<file path="config.mk">
export PLATFORM = sky130hd
export DESIGN_NAME = disaster_behavioral
export DESIGN_NICKNAME = d
export VERILOG_FILES = /design/src/rtl/disaster_pkg.sv /design/src/rtl/disaster_classifier.sv /design/src/rtl/disaster_behavioral.sv
export SDC_FILE = /design/constraint.sdc
export NUM_CORES = 1
export LEC_CHECK = 0
export ABC_AREA = 1
export BUFFER_PORTS_ARGS = -buffer_cell sky130_fd_sc_hd__buf_2
export CAP_MARGIN = 10
export CORE_AREA = 2 2 39 41
export CTS_CLUSTER_SIZE = 14
export DETAILED_ROUTE_END_ITERATION = 10
export DIE_AREA = 0 0 41 43
export GPL_TIMING_DRIVEN = 1
export PLACE_DENSITY = 0.48
export SLEW_MARGIN = 15
export SYNTH_ARGS = -nofsm -noshare
export SYNTH_HDL_FRONTEND = slang
export SYNTH_HIERARCHICAL = 1
export SYNTH_SLANG_ARGS = --single-unit
</file>
<file path="constraint.sdc">
create_clock -name clk -period 0.8 [get_ports clk]
set_input_delay 0.16 -clock clk [delete_from_list [all_inputs] [get_ports clk]]
set_output_delay 0.16 -clock clk [all_outputs]
set_load 0.05 [all_outputs]
</file>
<file path="src/rtl/disaster_pkg.sv">
// Shared thresholds, mode encodings and alert bundle for the disaster alert block.
package disaster_pkg;

   localparam logic [1:0] FLOOD_R_MIN   = 2'd2;
   localparam logic [1:0] FLOOD_L_MIN   = 2'd2;
   localparam logic [1:0] CYCLONE_W     = 2'd3;
   localparam logic [1:0] CYCLONE_R_MIN = 2'd1;
   localparam logic [1:0] QUAKE_S_MIN   = 2'd2;
   localparam logic [1:0] TSUNAMI_L     = 2'd3;

   typedef enum logic {
      MODE_PRIORITY = 1'b0,
      MODE_MULTI    = 1'b1
   } mode_e;

   typedef struct packed {
      logic flood;
      logic cyclone;
      logic quake;
      logic tsunami;
   } alert_t;

   function automatic logic [2:0] popcount4(input alert_t a);
      popcount4 = 3'(a.flood) + 3'(a.cyclone) + 3'(a.quake) + 3'(a.tsunami);
   endfunction

endpackage

</file>
<file path="src/rtl/disaster_classifier.sv">
// Combinational raw-condition detection and mode-dependent alert selection.
module disaster_classifier
   import disaster_pkg::*;
(
   input  logic [1:0] r,
   input  logic [1:0] s,
   input  logic [1:0] w,
   input  logic [1:0] l,
   input  logic       mode,
   output alert_t     alerts
);

   alert_t raw;

   // raw hazard conditions from the four 2-bit levels
   always_comb begin
      raw.flood   = (r >= FLOOD_R_MIN) && (l >= FLOOD_L_MIN);
      raw.cyclone = (w == CYCLONE_W) && (r >= CYCLONE_R_MIN);
      raw.quake   = (s >= QUAKE_S_MIN);
      raw.tsunami = (s >= QUAKE_S_MIN) && (l == TSUNAMI_L);
   end

   // priority mode keeps only the most severe alert: flood > cyclone > quake > tsunami
   always_comb begin
      alerts = '0;
      case (mode_e'(mode))
         MODE_MULTI: alerts = raw;
         MODE_PRIORITY: begin
            if (raw.flood)        alerts.flood   = 1'b1;
            else if (raw.cyclone) alerts.cyclone = 1'b1;
            else if (raw.quake)   alerts.quake   = 1'b1;
            else if (raw.tsunami) alerts.tsunami = 1'b1;
            else                  alerts         = '0;
         end
         default: alerts = '0;
      endcase
   end

endmodule

</file>
<file path="src/rtl/disaster_behavioral.sv">
// Behavioural disaster alert unit: classifier followed by one register stage.
module disaster_behavioral
   import disaster_pkg::*;
(
   input  logic       clk,
   input  logic       rst,
   input  logic       r1,
   input  logic       r0,
   input  logic       s1,
   input  logic       s0,
   input  logic       w1,
   input  logic       w0,
   input  logic       l1,
   input  logic       l0,
   input  logic       mode,
   output logic       flood_led,
   output logic       cyclone_led,
   output logic       earthquake_led,
   output logic       tsunami_led,
   output logic [2:0] active_count
);

   alert_t next_alerts;
   alert_t leds;

   disaster_classifier u_classifier (
      .r      ({r1, r0}),
      .s      ({s1, s0}),
      .w      ({w1, w0}),
      .l      ({l1, l0}),
      .mode   (mode),
      .alerts (next_alerts)
   );

   // count is taken from the same next value so it always matches the LEDs
   always_ff @(posedge clk or posedge rst) begin
      if (rst) begin
         leds         <= '0;
         active_count <= 3'd0;
      end else begin
         leds         <= next_alerts;
         active_count <= popcount4(next_alerts);
      end
   end

   assign flood_led      = leds.flood;
   assign cyclone_led    = leds.cyclone;
   assign earthquake_led = leds.quake;
   assign tsunami_led    = leds.tsunami;

endmodule

</file>
==> run_results.csv <==
group,metric,value,unit
setup_path,path_max_fanout,3,
routing,drt_iter0_drc,0,
min_path,hp-start,"r1",
setup_path,crit_buf_inv,4,
sta,postLayoutSetupSlackWorst,-0.535,ns
run,cap_violations,0,
finish,diodes,0,
finish,nFillCells,136,
sta,timing.final.crit_share,1.67,
placement,placed_area,438,µm²
power,intPower,0.689,mW
global_routing,grt_pass1_wl,848,µm
clock_tree,cts-root-buf,"clkbuf_4",
sta,tightest_slew,0.247,ns
setup_path,cp_top_family,"adder cells",
power,pwr-share-clk,0.313,
sta,rsz0062_at_grt,"yes",
run_status,violations,"setup timing",
setup_path,worst_setup_path_end_kind,"flop",
global_routing,grt_max_degree,8,
setup_path,start_kind,"primary input",
sta,slew_violations,0,
synth,synth.distinct_cells,10,
setup_path,critPathArrivalTime,1.47,ns
synth,ys_seq_area_frac,0.591,
power,power.density,1720,nW/µm²
synth,ys.flop_type,"dfrtp_1",
synth,yosysTopAreaCell,"dfrtp_1",
synth,postSynthNetCount,42,
sta,min_period,1.33,ns
clock_tree,cts_inserted_buffers,3,
min_path,whs_path_depth,4,
synth,ys_top_cells_by_count,"inv_1, dfrtp_1, nand2_1",
synth,yosysMostFrequentCell,"inv_1",
finish,final_nets,67,
clock_tree,htreeDepth,1,
synth,postSynthCellCount,28,
sta,setup_violations,10,
power,pwr-share-seq,0.399,
die,pin_count,18,
finish,syn_to_final_growth,92.8,%
sta,clock.fmax,0.749,GHz
die,core_area,1380,µm²
min_path,worstHoldPathType,"primary input to flop",
run_status,outcome,"finished, violations left",
global_routing,gr-total-overflow,0,
routing,post_drt_wl_per_cell,7.26,µm
power,p_leak,0.294,nW
synth,synth_area_leaders,"dfrtp_1, inv_1, ha_1",
power,p_comb_frac,0.288,
placement,port_buffers,16,
global_routing,globalRouteTotalUtil,0.0779,
synth,synth-edff-count,0,
min_path,worstHoldEndpoint,"flood_led$_DFF_PP0_",
die,die_h,43,µm
routing,wl_met3,43,µm
synth,synthArstFlopShare,1.00,
synth,syn_area_per_cell,10.6,µm²
routing,vias,252,
die,die_x,41,µm
sta,slew_headroom,0.835,
die,rows,14,
power,swShare,0.299,
finish,drive_gt1_frac,0.635,
setup_path,critPathRequiredTime,0.94,ns
placement,finalWeightedCongestion,0.644,
die,start_util,0.214,
routing,highest_layer,"met3",
global_routing,first_global_vias,248,
sta,hold_viol,0,
synth,yosysTopAreaCellShare,0.591,
placement,dp_slack,-0.871,ns
finish,design_area,572,µm²
setup_path,crit_start,"mode",
clock_tree,clkTransAtPathRegs,0.05,ns
clock_tree,cts_tree,"done",
setup_path,max_stage_delay,0.49,ns
routing,dr_wl_met2,264,µm
clock_tree,cts.sinks,7,
clock_tree,clockBufferDepth,2,
die,die_area,1760,µm²
setup_path,crit_top_cell,"ha_4",
global_routing,antenna_found_initial,0,
power,p_switching,0.294,mW
routing,m1WireLength,186,µm
synth,ys_seq_elements,7,
setup_path,crit_path_cell_trace,"buf_4 -> inv_6 -> nand3_2 -> nand2_2 -> a21oi_2 -> inv_1 -> fa_1 -> inv_2 -> ha_4 -> ha_4",
setup_path,path_class,"primary input to flop",
routing,ant_nets,0,
routing,vias_per_cell,3.71,
routing,dr.pass1.iters,1,
synth,yosysWarnings,6,
setup_path,cp_slowest_cell,"fa_1",
routing,drc,0,
power,ir_drop,0.486,mV
routing,wirelength,494,µm
synth,synth_area,297,µm²
## through the flow
stage / instances / hold WS (ns) / TNS [ns] / power (mW) / util
final: 68 / 0.248 / -2.24 / 0.983 / 0.413
after global routing: 68 / 0.272 / -2.63 / 1.04 / 0.413
after CTS: 68 / 0.245 / -2.43 / 1.00 / 0.405
after detailed placement: 62 / 0.0957 / -2.37 / 0.609 / 0.316
after global placement: 62 / 0.0945 / -2.34 / 0.608 / 0.316
after floorplan: 28 / -0.0366 / -1.75 / 0.538 / -
## kinds of logic (layout without fill, tap and decap cells)
logic type | count (synthesis) | in the layout | synth area share
AOI/OAI and AO/OA | 1 | 1 | 0.0169
adders and majority gates | 3 | 3 | 0.152
buffers and inverters | 8 | 32 | 0.101
DFF | 7 | 7 | 0.591
and+or+nand+nor | 9 | 9 | 0.139
## sequential cells by signal, indices dropped and copies added (netlist names)
| signal | flops |
|---|---|
| flood_led | 1 |
| tsunami_led | 1 |
| earthquake_led | 1 |
| active_count | 3 |
| cyclone_led | 1 |
## power groups by stage
stage	sequential, mW	clock, mW	combinational (mW)
final	0.392	0.308	0.283
after global routing	0.395	0.338	0.308
after CTS	0.392	0.327	0.281
after detailed placement	0.391	0	0.218
after global placement	0.391	0	0.217
after floorplan	0.487	0	0.0505
## layout by cell type (no fill, tap or decap), drive strengths merged
cell	synthesis	routed
buf	0	19
clkbuf	0	4
dlygate4sd3	0	1
inv	8	8
nand3	2	2
nor2	3	3
and2	1	1
a21oi	1	1
nand2	3	3
dfrtp	7	7
ha	2	2
fa	1	1
## worst max path at each step
stage	endpoint	slack, ns	depth (start not counted)
5_1_grt	active_count[1]$_DFF_PP0_	-0.59	10
3_3_place_gp	active_count[1]$_DFF_PP0_	-0.86	9
2_1_floorplan	active_count[1]$_DFF_PP0_	-0.67	8
4_1_cts	active_count[1]$_DFF_PP0_	-0.56	9
3_5_place_dp	active_count[1]$_DFF_PP0_	-0.87	9
6_report	active_count[1]$_DFF_PP0_	-0.53	10
## routing by layer
layer,vias to the layer above,track usage
li1,128,-
met3,0,0
met1,110,0.0789
met5,-,0
met4,0,0.120
met2,14,0.109
## what timing repair did
item,4_1_cts,5_1_grt
hold endpoints to repair,7,0
pin swaps,4,6
gates resized for setup,21,5
hold buffers,1,0
setup buffers,1,0
endpoints found under the setup margin,10,10
cloned,0,0
## final cells by class
| class | count | area [µm²] | share of cell area |
|---|---|---|---|
| clock buffers | 4 | 26.3 | 0.0460 |
| inverters | 8 | 35.0 | 0.0613 |
| multi-input cells | 13 | 138 | 0.241 |
| flip-flops and latches | 7 | 175 | 0.306 |
| well taps | 16 | 20.0 | 0.0350 |
| repair buffers | 20 | 178 | 0.311 |
Power figures use the tool's default switching activity.
